## config.mk

```make
export PLATFORM = sky130hd
export DESIGN_NAME = uart_rx
export DESIGN_NICKNAME = d
export VERILOG_FILES = /design/src/rtl/uart_rx.sv
export SDC_FILE = /design/constraint.sdc
export NUM_CORES = 1
export LEC_CHECK = 0
export ABC_CLOCK_PERIOD_IN_PS = 2000
export BUFFER_PORTS_ARGS = -buffer_cell sky130_fd_sc_hd__buf_2
export CELL_PAD_IN_SITES_DETAIL_PLACEMENT = 2
export CELL_PAD_IN_SITES_GLOBAL_PLACEMENT = 2
export CORE_MARGIN = 2
export CORE_UTILIZATION = 38
export CTS_BUF_LIST = sky130_fd_sc_hd__clkbuf_16
export DETAILED_ROUTE_END_ITERATION = 8
export PLACE_DENSITY = 0.82
export SLEW_MARGIN = 20
export SYNTH_ARGS = -nofsm -noshare
export SYNTH_HDL_FRONTEND = slang
export SYNTH_SLANG_ARGS = --single-unit
```

## constraint.sdc

```tcl
create_clock -name clk -period 2 [get_ports clk]
set_clock_uncertainty 0.05 [all_clocks]
set_input_delay 0.1 -clock clk [delete_from_list [all_inputs] [get_ports clk]]
set_output_delay 0.1 -clock clk [all_outputs]
set_load 0.01 [all_outputs]
```

## src/rtl/uart_rx.sv

```systemverilog
// UART 8N1 receiver driven by an 8x oversampling tick, with majority filter.
// Optional even-parity checking is enabled by defining UART_RX_PARITY_EN.
module uart_rx #(
    parameter int DATA_BITS    = 8,
    parameter int SAMPLE_PHASE = 3
) (
    input  logic       clk,
    input  logic       rst,
    input  logic       Baud8Tick,
    input  logic       RxD,
    output logic [7:0] RxD_data,
    output logic       RxD_data_ready,
    output logic       RxD_frame_err,
    output logic       RxD_idle
`ifdef UART_RX_PARITY_EN
    ,
    output logic       RxD_parity_err
`endif
);

    typedef enum logic [2:0] {
        S_IDLE,
        S_START,
        S_DATA,
`ifdef UART_RX_PARITY_EN
        S_PARITY,
`endif
        S_STOP,
        S_BREAK
    } state_t;

    state_t               r_state;
    state_t               w_state_n;
    logic                 r_sync1;
    logic                 r_sync2;
    logic [2:0]           r_win;
    logic [2:0]           r_phase;
    logic [2:0]           w_phase_n;
    logic [2:0]           r_cnt;
    logic [2:0]           w_cnt_n;
    logic [DATA_BITS-1:0] r_shift;
    logic [DATA_BITS-1:0] w_shift_n;
    logic [7:0]           r_data;
    logic [7:0]           w_data_n;
    logic [7:0]           w_ext;
    logic                 r_ready;
    logic                 w_ready_n;
    logic                 r_ferr;
    logic                 w_ferr_n;
    logic                 r_perr;
    logic                 w_perr_n;
    logic                 r_par;
    logic                 w_par_n;
    logic                 w_filt;
    logic                 w_samp;

    assign w_filt = (r_win[0] & r_win[1]) | (r_win[0] & r_win[2]) |
                    (r_win[1] & r_win[2]);
    assign w_samp = Baud8Tick && (r_phase == 3'(SAMPLE_PHASE));

    always_comb begin
        w_ext                 = '0;
        w_ext[DATA_BITS-1:0]  = r_shift;
    end

    always_comb begin
        w_state_n = r_state;
        w_phase_n = Baud8Tick ? r_phase + 3'd1 : r_phase;
        w_cnt_n   = r_cnt;
        w_shift_n = r_shift;
        w_data_n  = r_data;
        w_ready_n = 1'b0;
        w_ferr_n  = 1'b0;
        w_perr_n  = 1'b0;
        w_par_n   = r_par;
        unique case (r_state)
            S_IDLE: begin
                w_par_n = 1'b0;
                if (Baud8Tick && !w_filt) begin
                    w_state_n = S_START;
                    w_phase_n = 3'd0;
                end
            end
            S_START: begin
                if (w_samp) begin
                    w_state_n = w_filt ? S_IDLE : S_DATA;
                    w_cnt_n   = 3'd0;
                end
            end
            S_DATA: begin
                if (w_samp) begin
                    w_shift_n = {w_filt, r_shift[DATA_BITS-1:1]};
                    w_cnt_n   = r_cnt + 3'd1;
                    if (r_cnt == 3'(DATA_BITS - 1)) begin
`ifdef UART_RX_PARITY_EN
                        w_state_n = S_PARITY;
`else
                        w_state_n = S_STOP;
`endif
                    end
                end
            end
`ifdef UART_RX_PARITY_EN
            S_PARITY: begin
                if (w_samp) begin
                    w_par_n   = w_filt ^ (^r_shift);
                    w_state_n = S_STOP;
                end
            end
`endif
            S_STOP: begin
                if (w_samp) begin
                    if (w_filt) begin
                        // parity mismatch swaps the ready strobe for perr
                        w_ready_n = !r_par;
                        w_perr_n  = r_par;
                        if (!r_par) w_data_n = w_ext;
                        w_state_n = S_IDLE;
                    end else begin
                        w_ferr_n  = 1'b1;
                        w_state_n = S_BREAK;
                    end
                end
            end
            S_BREAK: begin
                if (Baud8Tick && w_filt) w_state_n = S_IDLE;
            end
            default: w_state_n = S_IDLE;
        endcase
    end

    always_ff @(posedge clk) begin
        if (rst) begin
            r_sync1 <= 1'b1;
            r_sync2 <= 1'b1;
            r_win   <= 3'b111;
            r_state <= S_IDLE;
            r_phase <= 3'd0;
            r_cnt   <= 3'd0;
            r_shift <= '0;
            r_data  <= 8'd0;
            r_ready <= 1'b0;
            r_ferr  <= 1'b0;
            r_perr  <= 1'b0;
            r_par   <= 1'b0;
        end else begin
            r_sync1 <= RxD;
            r_sync2 <= r_sync1;
            if (Baud8Tick) r_win <= {r_win[1:0], r_sync2};
            r_state <= w_state_n;
            r_phase <= w_phase_n;
            r_cnt   <= w_cnt_n;
            r_shift <= w_shift_n;
            r_data  <= w_data_n;
            r_ready <= w_ready_n;
            r_ferr  <= w_ferr_n;
            r_perr  <= w_perr_n;
            r_par   <= w_par_n;
        end
    end

    assign RxD_data       = r_data;
    assign RxD_data_ready = r_ready;
    assign RxD_frame_err  = r_ferr;
    assign RxD_idle       = (r_state == S_IDLE);
`ifdef UART_RX_PARITY_EN
    assign RxD_parity_err = r_perr;
`else
    logic w_unused;
    assign w_unused = r_perr;
`endif

endmodule

```

# Word-level counts from Yosys, hierarchy flattened
# Cells that the tools add are included.
[op_classes]
n_addsub = 2
n_eq_ne = 12
n_mux = 16
n_bitwise = 8
reduce_logical = 12
[op_table]
columns = ["cell", "n"]
rows = [
  ["two-way mux 3 bit", 12],
  ["one-hot mux 3 bit (5 select lines)", 1],
  ["inequality test 2 bit, second input constant", 5],
  ["== test 3 x 2 -> 1 bit, second input constant", 3],
  ["adder 3 x 1 -> 3 bit, second input constant", 2],
  ["== test 3 bit, second input constant", 2],
  ["one-hot mux 3 bit (2 select lines)", 1],
  ["AND reduction 3 bit", 2],
  ["AND reduction 6 bit", 1],
  ["OR reduction 4 bit", 1],
  ["bitwise AND 1 bit", 3],
  ["== test 3 x 1 -> 1 bit, second input constant", 1],
  ["logical AND 1 bit", 3],
  ["zero test 3 bit", 1],
  ["inverter 1 bit", 3],
  ["OR reduction 3 bit", 1],
  ["two-way mux 2 bit", 1],
  ["inequality test 2 x 1 -> 1 bit, second input constant", 1],
  ["bitwise OR 1 bit", 2],
  ["AND reduction 2 bit", 1],
  ["nonzero test 2 bit", 1],
  ["zero test 1 bit", 1],
  ["two-way mux 1 bit", 1],
]
[totals]
ff_bits = 32
in_bits = 4

# Depth between registers and ports, before layout
[depth]
ltp_word = 7
ltp_mapped = 6

# Least setup slack after synthesis
# OpenSTA, ideal clock, no wires.
[synth_path]
kind = "register to register"
start = "register r_phase[0]"
end = "register r_shift[0]"
setup_ns = 0.070
arrival_ns = 1.265
required_time_ns = 1.880
setup_slack_ns = 0.614
stages_incl_launch_ff = 7
synth_period_minus_slack_ns = 1.386
cell_sequence = "dfxtp_1 -> ha_1 -> ha_1 -> nor2b_1 -> clkbuf_1 -> nand3_1 -> a21oi_1"
[synth_between]
elab_chain_cells = 3
[synth_rtl]
columns = ["item", "line_no", "text"]
rows = [
  ["start: declaration", "37", "logic [2:0] r_phase;"],
  ["start signal: assignment", "151", "r_phase <= w_phase_n;"],
  ["== test 3 x 2 -> 1 bit", "59", "assign w_samp = Baud8Tick && (r_phase == 3'(SAMPLE_PHASE));"],
  ["logical AND 1 bit", "59", ""],
  ["AND reduction 2 bit (no source line)", "--", ""],
  ["end signal: assignment", "153", "r_shift <= w_shift_n;"],
  ["end: declaration", "41", "logic [DATA_BITS-1:0] r_shift;"],
]
# No other way between the ends.
# A chain may end at the register's enable or synchronous reset.

# Final worst setup path
# Ends and elaborated chain as after synthesis.

==> flow_metrics.tcl <==
set metrics [dict create \
    status "finished, final reports clean" \
    diodes 0 \
    die_h_um 66.02 \
    drtIter0Drc 41 \
    grt_max_degree 41 \
    critical_path_arrival_ps 1870 \
    area.sequential_sq_um 640.6 \
    cp_max_fo 8 \
    cts_tree "yes" \
    nets 179 \
    path_class "reg -> reg" \
    swShare 0.2057 \
    crit_path_end_kind "register" \
    port_buffers 14 \
    comb_power_share 0.060 \
    syn2layout_area_growth_pct 17.38 \
    cp_cell_sequence "ha_1, ha_1, nor2b_1, nand3_1, a21oi_1" \
    power_density_mw_per_mm2 942.7 \
    h-tree-depth 2 \
    first_global_vias 1304 \
    multiInputGateArea_sq_um 745.7 \
    crit_required_ps 2150 \
    fill_cells 406 \
    setup_slack_ps 274.9 \
    cts_buffer_depth 2 \
    rows 22 \
    worst_hold_path_type "in -> reg" \
    die_x_um 66.02 \
    drc 0 \
    synth_cell_types 35 \
    synth_area_leaders "dfxtp_1 (44%), nand2b_1 (9.0%), mux2i_1 (5.5%)" \
    final_hold_viol_count 0 \
    synth.avg_cell_area_sq_um 9.249 \
    worst_pin_slew_ps 620.2 \
    power.leakage_nw 0.6219 \
    yosysTopAreaCellShare 0.4384 \
    seq_power_share 0.418 \
    pwr-share-clk 0.522 \
    die_area_sq_mm 0.004358 \
    postRouteAntennaNets 0 \
    start_util 0.3962 \
    dp_slack_ps 313.0 \
    rsz0062_at_grt "no" \
    synth_area_leader_cell "dfxtp_1" \
    setup-tns-final_ps 0 \
    path_delay_family "simple AND/OR/NAND/NOR gates" \
    slowest_delay_ps 480 \
    grt_use_total 0.1866 \
    vias 1204 \
    path_clk_slew_ps 50 \
    ys_ff_latch 32 \
    finalCritPeriodShare 0.8625 \
    cts_buffers 5 \
    fp.coreArea_sq_mm 0.003689 \
    fmax_mhz 579.7 \
    synth_seq_area_share 0.4384 \
    syn_nets 166 \
    ir_worst_vdd_uv 385.9 \
    grt_pass1_wl_um 6016 \
    intPower_w 0.001285 \
    crit_top_cell "ha_1" \
    crit_buf_inv 0 \
    setup_viol 0 \
    slowest_stage "nor2b_1" \
    numClockSinks 32 \
    syn-instance-count 158 \
    gp_congestion 0.6896 \
    overflow 0 \
    synth_warnings 0 \
    hpwlAfterDp_um 2372 \
    fin_util 0.4651 \
    final_layout_size_suffix_gt1_frac 0.1570 \
    startpoint_type "register" \
    wl_per_cell_um 16.69 \
    slew_headroom 0.5865 \
    synthesis.area_sq_mm 0.001461 \
    slew_violations 0 \
    clkLatencyLatePin_ps 270 \
    antenna_found_initial 0 \
    pin_count 15 \
    avgViaCountPerCell 5.473 \
    max_cap_viol_count 0 \
    drtPass1Iterations 4 \
    period_needed_ps 1725 \
    cts_setup_buffers 0 \
    wirelength_um 3672 \
    root_buffer "clkbuf_16" \
    power.switching_w 0.0003326 \
]
-- path summary, 6_finish.rpt --
check,startpoint,endpoint,slack [ps],cells past startpoint
hold reg to reg,r_sync1$_SDFF_PP1_,r_sync2$_SDFF_PP1_,370,1
hold / removal,Baud8Tick,r_win[2]$_SDFFE_PP1P_,230,2
setup reg to reg,r_phase[0]$_SDFF_PP0_,r_shift[0]$_SDFFE_PP0P_,270,5
setup / recovery,r_phase[0]$_SDFF_PP0_,r_shift[0]$_SDFFE_PP0P_,270,5
-- power groups by stage --
stage	Sequential [W]	Clock [W]	Combinational, W
2_1_floorplan	0.000684	0	0.0000763
3_3_place_gp	0.000687	0	0.0000878
3_5_place_dp	0.000690	0	0.0000961
4_1_cts	0.000677	0.000863	0.0000991
5_1_grt	0.000679	0.000892	0.000109
6_report	0.000676	0.000844	0.0000968
-- sequential cells by signal (all words and copies together) (netlist names) --
name / flops
r_cnt: 3
RxD_data_ready: 1
r_sync2: 1
r_win: 3
RxD_data: 8
r_state: 3
r_sync1: 1
r_shift: 8
r_phase: 3
RxD_frame_err: 1
-- layout make-up --
type | count | share of cell area
flip-flops and latches | 32 | 0.3734
repair buffers | 16 | 0.05106
clock buffers | 5 | 0.07294
clock inverters | 3 | 0.02188
multi-input cells | 111 | 0.4347
inverters | 5 | 0.01094
well taps | 48 | 0.03501
-- cell usage after synthesis --
cell type / count
a21oi_1: 9
nor4_1: 1
nand3b_1: 2
mux2_2: 1
a21boi_0: 1
nor3b_1: 2
a211oi_1: 1
buf_6: 2
buf_2: 3
dfxtp_1: 32
nor2b_1: 4
nand3_1: 12
nand2_1: 6
mux2i_1: 8
o211ai_1: 1
and2b_1: 1
o32ai_1: 4
inv_1: 5
or3_1: 2
nor2_1: 3
o311ai_0: 1
and3b_1: 1
maj3_2: 1
and4_4: 1
ha_1: 4
clkbuf_1: 5
o22a_1: 2
nor3_1: 4
a211o_1: 3
nand2b_1: 21
o31ai_1: 2
or2_2: 3
o21ai_0: 8
o211a_1: 1
o21a_1: 1
-- layer usage --
layer / track usage / routed length (um)
met5: 0 / 0
met2: 0.3573 / 2004
met1: 0.1908 / 1511
met3: 0.05622 / 102
met4: 0.06122 / 53
-- per-stage QoR --
stage,instance area [sq um],hold slack (ps),std cells,power [W]
after floorplan,1461,153.8,158,0.0007606
after global placement,1543,242.6,211,0.0007752
after detailed placement,1543,245.8,211,0.0007863
after CTS,1715,232.0,220,0.001638
after global routing,1715,263.5,220,0.001681
final,1715,226.1,220,0.001617
-- kinds of logic after synthesis --
kind of cell               synth area share
buffers and inverters               0.05137
muxes                               0.06250
DFF                                  0.4384
and+or+nand+nor                      0.2500
AOI/OAI and AO/OA                    0.1558
adders and majority gates           0.04195
-- worst reg2reg max path: stages (launching register included) --
cell and delay [ps]:
dfxtp_1 350, ha_1 160, ha_1 280, nor2b_1 480, nand3_1 170, a21oi_1 170
-- timing repair --
action / in CTS / in global routing
hold buffers: 1 / 0
endpoints found under the hold margin: 1 / 0
resized for setup: 0 / 0
-- cells in the final DEF, fill, tap and decap left out, types with 2 or more instances in the layout --
cell,count
a211o_1,3
a21oi_1,9
buf_2,14
clkbuf_16,5
clkinv_1,2
dfxtp_1,32
ha_1,4
inv_1,5
mux2i_1,8
nand2_1,6
nand2b_1,21
nand3_1,12
nand3b_1,2
nor2_1,3
nor2b_1,4
nor3_1,4
nor3b_1,2
o21ai_0,8
o22a_1,2
o31ai_1,2
o32ai_1,4
or2_2,3
or3_1,2
Note: power is estimated with default switching activity, not from simulation.
